**src/rtl/pc_redirect.sv**
```systemverilog
// pc_redirect: fetch-address generator for a MIPS-style front end.
// Advances the fetch PC by 4 each unstalled cycle and redirects it for
// jumps, register jumps and conditional branches. A register jump whose
// operand is not ready, and every branch, park the block in a wait state
// until the operand or the branch outcome arrives. Each redirect produces
// a one-cycle flush pulse that kills the wrong-path instruction in fetch.
module pc_redirect (
    input  logic        clk,
    input  logic        reset,
    input  logic        stall,
    input  logic        dec_valid,
    input  logic [31:0] cmd,
    input  logic [31:0] pc_dec,
    input  logic        isJmp,
    input  logic        isJr,
    input  logic        isBr,
    input  logic [31:0] rs_val,
    input  logic        rs_valid,
    input  logic        br_valid,
    input  logic        br_taken,
    output logic [31:0] pc,
    output logic        fetch_en,
    output logic        flush,
    output logic        busy
);

    // 2'b11 is deliberately left out of the enum; it decodes back to RUN.
    typedef enum logic [1:0] {
        RUN     = 2'b00,
        WAIT_JR = 2'b01,
        WAIT_BR = 2'b10
    } state_e;

    state_e      state_q, state_d;
    logic [31:0] pc_q, pc_d;
    logic [31:0] tgt_q, tgt_d;
    logic        flush_q, flush_d;

    logic [31:0] p4;
    logic [31:0] jmp_tgt;
    logic [31:0] br_tgt;
    logic [31:0] reg_tgt;
    logic        accept;

    // Opcode bits and the low bits of rs never steer a target.
    logic unused_bits;
    assign unused_bits = ^{cmd[31:26], rs_val[1:0]};

    // Candidate redirect targets, computed every cycle from the decode slot.
    assign p4      = pc_dec + 32'd4;
    assign jmp_tgt = {p4[31:28], cmd[25:0], 2'b00};
    assign br_tgt  = p4 + {{14{cmd[15]}}, cmd[15:0], 2'b00};
    assign reg_tgt = {rs_val[31:2], 2'b00};

    assign accept  = (state_q == RUN) && dec_valid && !stall;

    // Next-state logic: sequential PC, redirects and the two wait states.
    always_comb begin
        // NOTE: every signal gets a default first so no path leaves it
        // unassigned; a missing default in always_comb infers a latch.
        state_d = state_q;
        pc_d    = pc_q;
        tgt_d   = tgt_q;
        flush_d = 1'b0;

        if (!stall) begin
            case (state_q)
                RUN: begin
                    if (accept && isJr) begin
                        if (rs_valid) begin
                            pc_d    = reg_tgt;
                            flush_d = 1'b1;
                        end else begin
                            state_d = WAIT_JR;
                        end
                    end else if (accept && isJmp) begin
                        pc_d    = jmp_tgt;
                        flush_d = 1'b1;
                    end else if (accept && isBr) begin
                        // The outcome is never consumed in the accept cycle.
                        tgt_d   = br_tgt;
                        state_d = WAIT_BR;
                    end else begin
                        pc_d = pc_q + 32'd4;
                    end
                end
                WAIT_JR: begin
                    if (rs_valid) begin
                        pc_d    = reg_tgt;
                        flush_d = 1'b1;
                        state_d = RUN;
                    end
                end
                WAIT_BR: begin
                    if (br_valid) begin
                        if (br_taken) begin
                            pc_d    = tgt_q;
                            flush_d = 1'b1;
                        end
                        state_d = RUN;
                    end
                end
                default: state_d = RUN;
            endcase
        end else if (state_q != RUN && state_q != WAIT_JR && state_q != WAIT_BR) begin
            // The spare encoding recovers even while stalled.
            state_d = RUN;
        end
    end

    // State, PC, captured branch target and flush pulse registers.
    always_ff @(posedge clk or posedge reset) begin
        if (reset) begin
            state_q <= RUN;
            pc_q    <= 32'h0000_0000;
            tgt_q   <= 32'h0000_0000;
            flush_q <= 1'b0;
        end else begin
            // NOTE: sequential state uses non-blocking assignments so every
            // register samples its pre-edge value, independent of order.
            state_q <= state_d;
            pc_q    <= pc_d;
            tgt_q   <= tgt_d;
            flush_q <= flush_d;
        end
    end

    assign pc       = pc_q;
    assign flush    = flush_q;
    assign busy     = (state_q != RUN);
    assign fetch_en = (state_q == RUN) && !stall && !reset;

endmodule

```
**config.mk**
```make
export PLATFORM = sky130hd
export DESIGN_NAME = pc_redirect
export DESIGN_NICKNAME = d
export VERILOG_FILES = /design/src/rtl/pc_redirect.sv
export SDC_FILE = /design/constraint.sdc
export NUM_CORES = 1
export LEC_CHECK = 0
export CAP_MARGIN = 30
export CORE_MARGIN = 3
export CORE_UTILIZATION = 35
export DETAILED_ROUTE_END_ITERATION = 6
export REMOVE_ABC_BUFFERS = 1
export SYNTH_ARGS = -nofsm -noshare
export SYNTH_HDL_FRONTEND = slang
export SYNTH_SLANG_ARGS = --single-unit
```
**constraint.sdc**
```tcl
create_clock -name clk -period 2.6 [get_ports clk]
set_clock_uncertainty 0.2 [all_clocks]
set_input_delay 0.78 -clock clk [delete_from_list [all_inputs] [get_ports clk]]
set_output_delay 0.78 -clock clk [all_outputs]
set_load 0.03 [all_outputs]
```
==> impl_results.md <==
* Share of synthesized flip-flops with an asynchronous set or reset at 100%
* Psw at 3.94 mW
* RSZ-0062 raised after global routing: true
* Routing usage on met3 at 2.10%
* # IOs at 141
* Dpl hpwl at 18.9 mm
* Non-Filler Instances at 1444
* Die X-Extent at 144 um
* Worst setup SP type: input pin
* Clock sink count at 67
* Fillers at 1625
* CTS Buf Count at 9
* WHS Endpoint: tgt_q[13]
* Nets at 1360
* First drt pass iteration count at 5
* R2R Setup Slk at 0.02 ns
* Fin crit share at 136%
* Fmax at 0.284 GHz
* Clock slew at reported path FFs at 0.05 ns
* R2R Path End: pc[31]
* Sequential-to-total area share from yosys stat at 25.2%
* Peak supply drop at 471 uV
* Post-Syn Area at 6660 um2
* Final hold slack at 0.284 ns
* # rows at 49
* Switching part of the total at 45.1%
* CP Data Arrival Time at 3.54 ns
* Max-slew violations at 0
* Failing checks: negative setup slack
* Reg-to-reg startpoint: state_q[0]
* Multi-input gate area in the final layout at 5420 um2
* First-pass GRT wire length at 39.4 mm
* DRC Markers at 0
* Status: finished, violations left
* Remaining global-route overflow at 0
* CTS tree: built
* Kind of critical path: input pin to flop
* Vias in the first global route at 7780
* Layout area overhead at 65.3%
* Die area at 20700 um2
* Crit path time final at 3.52 ns
* Total Power at 8.74 mW
* Initial core utilization at 36.3%
* Lkg Pwr at 4.82 nW
* Root buffer selected by CTS: clkbuf_16
* Flop pwr share at 23.1%
* Syn avg cell area at 7.67 um2
* CP Data Required Time at 2.62 ns
* Met1 Usage GRT at 32.2%
* Initial DRC count at 619
* Reg2Reg Depth at 12
* GRT busiest layer: met2
* Synth unique cells at 66
* Gr usage total at 23.6%
* Total number of vias at 7852
* FF+latch count, synth at 67
* Clock Path Buffers at 2
* # diodes at 0
* Main synth FF type: dfrtp_1
* Hold path start: tgt_q[13]
* Antenna violations before repair at 0
* Max-cap check violation count at 0
* Met2 Usage GRT at 39.3%
* FF+latch area at 1680 um2
* Port Buffers at 132
* Worst setup startpoint: pc_dec[7]
* Final core occ at 60.1%
* Gpl congestion at 0.904
* Hold path cells at 2
* Worst Max-Slew Pin Slew at 0.487 ns
* Clock Power Share at 13.6%
* Share of post-route cells with drive strength above 1 at 34.1%
* Post-DRT Antenna Nets at 0
* Relative slew slack at 66.7%
* Hold Crit Class: flop to flop
* PD cells at 794 nW/um2
* CP max FO at 5
* Post-Syn Instances at 868
* Setup WS post-layout at -0.925 ns
* Number of synthesized flops with an enable pin at 0
* Setup Viol. Count Final at 24
* Largest net degree at the start of global routing at 43
* Vias per cell at 5.44
* Wirelength per Cell at 17.3 um
* Pint at 4.80 mW
* Core Region at 18300 um2
* Logic pwr share at 63.2%
* Chip height at 144 um
* Dpl cells at 1406
* Final hold violations at 0
* Design area at 11000 um2
* CTS H-tree depth at 3
* Total Routed Length at 24.9 mm
* Clk_lat worst skew at 0.33 ns
* CP Capture Type: flop
* Synth warn at 0
* Placed Area at 9850 um2
==> flip-flops by register name (all words and copies together) (netlist names) <==
| register | cells |
|---|---|
| tgt_q | 32 |
| pc | 32 |
| state_q | 2 |
| flush | 1 |
==> cells in the final DEF (no fill, tap or decap), types with 19 or more instances in the layout <==
master / netlist / layout
a21oi_1: 58 / 39
buf_4: 0 / 231
nand2_1: 164 / 157
dfrtp_1: 67 / 66
nand3_1: 52 / 45
clkdlybuf4s50_1: 0 / 103
o21ai_0: 72 / 45
nor2_1: 43 / 34
o31ai_1: 21 / 20
ha_1: 42 / 35
mux2_2: 22 / 22
xor2_1: 24 / 19
xnor2_1: 34 / 28
o21ai_1: 3 / 21
==> critical path: stages <==
cell	delay (ns)
buf_8	0.08
nand4_4	0.11
nor3_4	0.32
and2_4	0.23
nand2_2	0.09
nor2_4	0.11
xor2_1	0.16
ha_1	0.27
a21oi_2	0.15
o21ai_2	0.09
or3_4	0.38
o221ai_4	0.19
o211ai_1	0.16
and3_1	0.19
a41oi_2	0.17
nand2_1	0.06
==> cell families (layout without fill, tap and decap cells) <==
kind of cell             Yosys count  count (layout)  synth area share, %
AO/OA/AOI/OAI                    259             259                 25.6
adder cells (fa/ha/maj)           43              43                 8.19
XOR/XNOR                          59              59                 7.87
buffers and inverters             64             411                 3.65
multiplexers                      29              29                 4.79
flip-flops                        67              67                 25.2
AND/OR/NAND/NOR                  347             347                 24.7
==> metal layers <==
| metal | wire, um | share of wire [%] |
|---|---|---|
| met1 | 11400 | 46 |
| met2 | 11700 | 47 |
| met3 | 1170 | 4.7 |
| met4 | 674 | 2.7 |
| met5 | 0 | 0 |
==> power groups by stage <==
stage	clock [mW]	sequential, mW	combinational (mW)
6_report	1.19	2.02	5.53
5_1_grt	1.25	2.08	6.04
4_1_cts	1.21	2.00	5.31
3_5_place_dp	0	2.01	5.14
3_3_place_gp	0	2.00	5.08
2_1_floorplan	0	2.40	2.52
==> through the flow <==
| stage | setup TNS (ns) | setup WS, ns |
|---|---|---|
| finish | -13.62 | -0.925 |
| global route | -17.70 | -1.12 |
| CTS | -11.72 | -0.838 |
| detailed placement | -52.85 | -1.79 |
| global placement | -51.76 | -1.74 |
| floorplan | -61.42 | -1.77 |
==> cell usage after synthesis, drive strengths merged (2+ instances only) <==
cell	instances	area share, %
nand2	164	9.2
o21ai	75	5.6
dfrtp	67	25
a21oi	58	4.4
nand3	55	4.4
nor2	43	2.4
ha	42	7.9
clkbuf	40	2.3
xnor2	35	4.7
xor2	24	3.2
mux2	23	3.9
nor3	21	1.9
o31ai	21	2.4
inv	19	1.1
a221oi	17	2.3
and3	16	1.6
nand4	16	1.7
a32o	14	2.1
a21o	10	1.1
a31oi	10	0.94
o21bai	9	1.0
and2	8	0.79
mux2i	6	0.90
nor4	6	0.88
o21a	6	0.68
a2111oi	5	0.66
a221o	5	0.75
buf	5	0.32
a211oi	4	0.45
or2	4	0.41
or3	4	0.38
a211o	3	0.39
a22o	3	0.39
nand2b	3	0.28
nor2b	3	0.28
o211ai	3	0.34
o41ai	3	0.39
a41oi	2	0.26
and4	2	0.26
o221ai	2	0.26
o22ai	2	0.19
==> area by class of cell <==
class	instances	area share (%)
clock buffers	12	2.15
inverters	19	0.648
flip-flops and latches	67	15.2
repair buffers	377	29.8
multi-input cells	737	49.2
clock inverters	3	0.364
well taps	229	2.60
==> worst max path at each step <==
stage	end	slack (ns)
global placement	tgt_q[30]	-1.74
detailed placement	tgt_q[30]	-1.79
finish	tgt_q[30]	-0.92
CTS	tgt_q[27]	-0.84
floorplan	pc[27]	-1.77
global route	tgt_q[28]	-1.12
==> repair_timing <==
item,in CTS,in global routing
hold buffers,0,0
pin swaps,70,57
resized for setup,165,80
gates cloned,0,0
setup buffers,22,11
endpoints found under the setup margin,56,49
(Power assumes the default switching activity.)
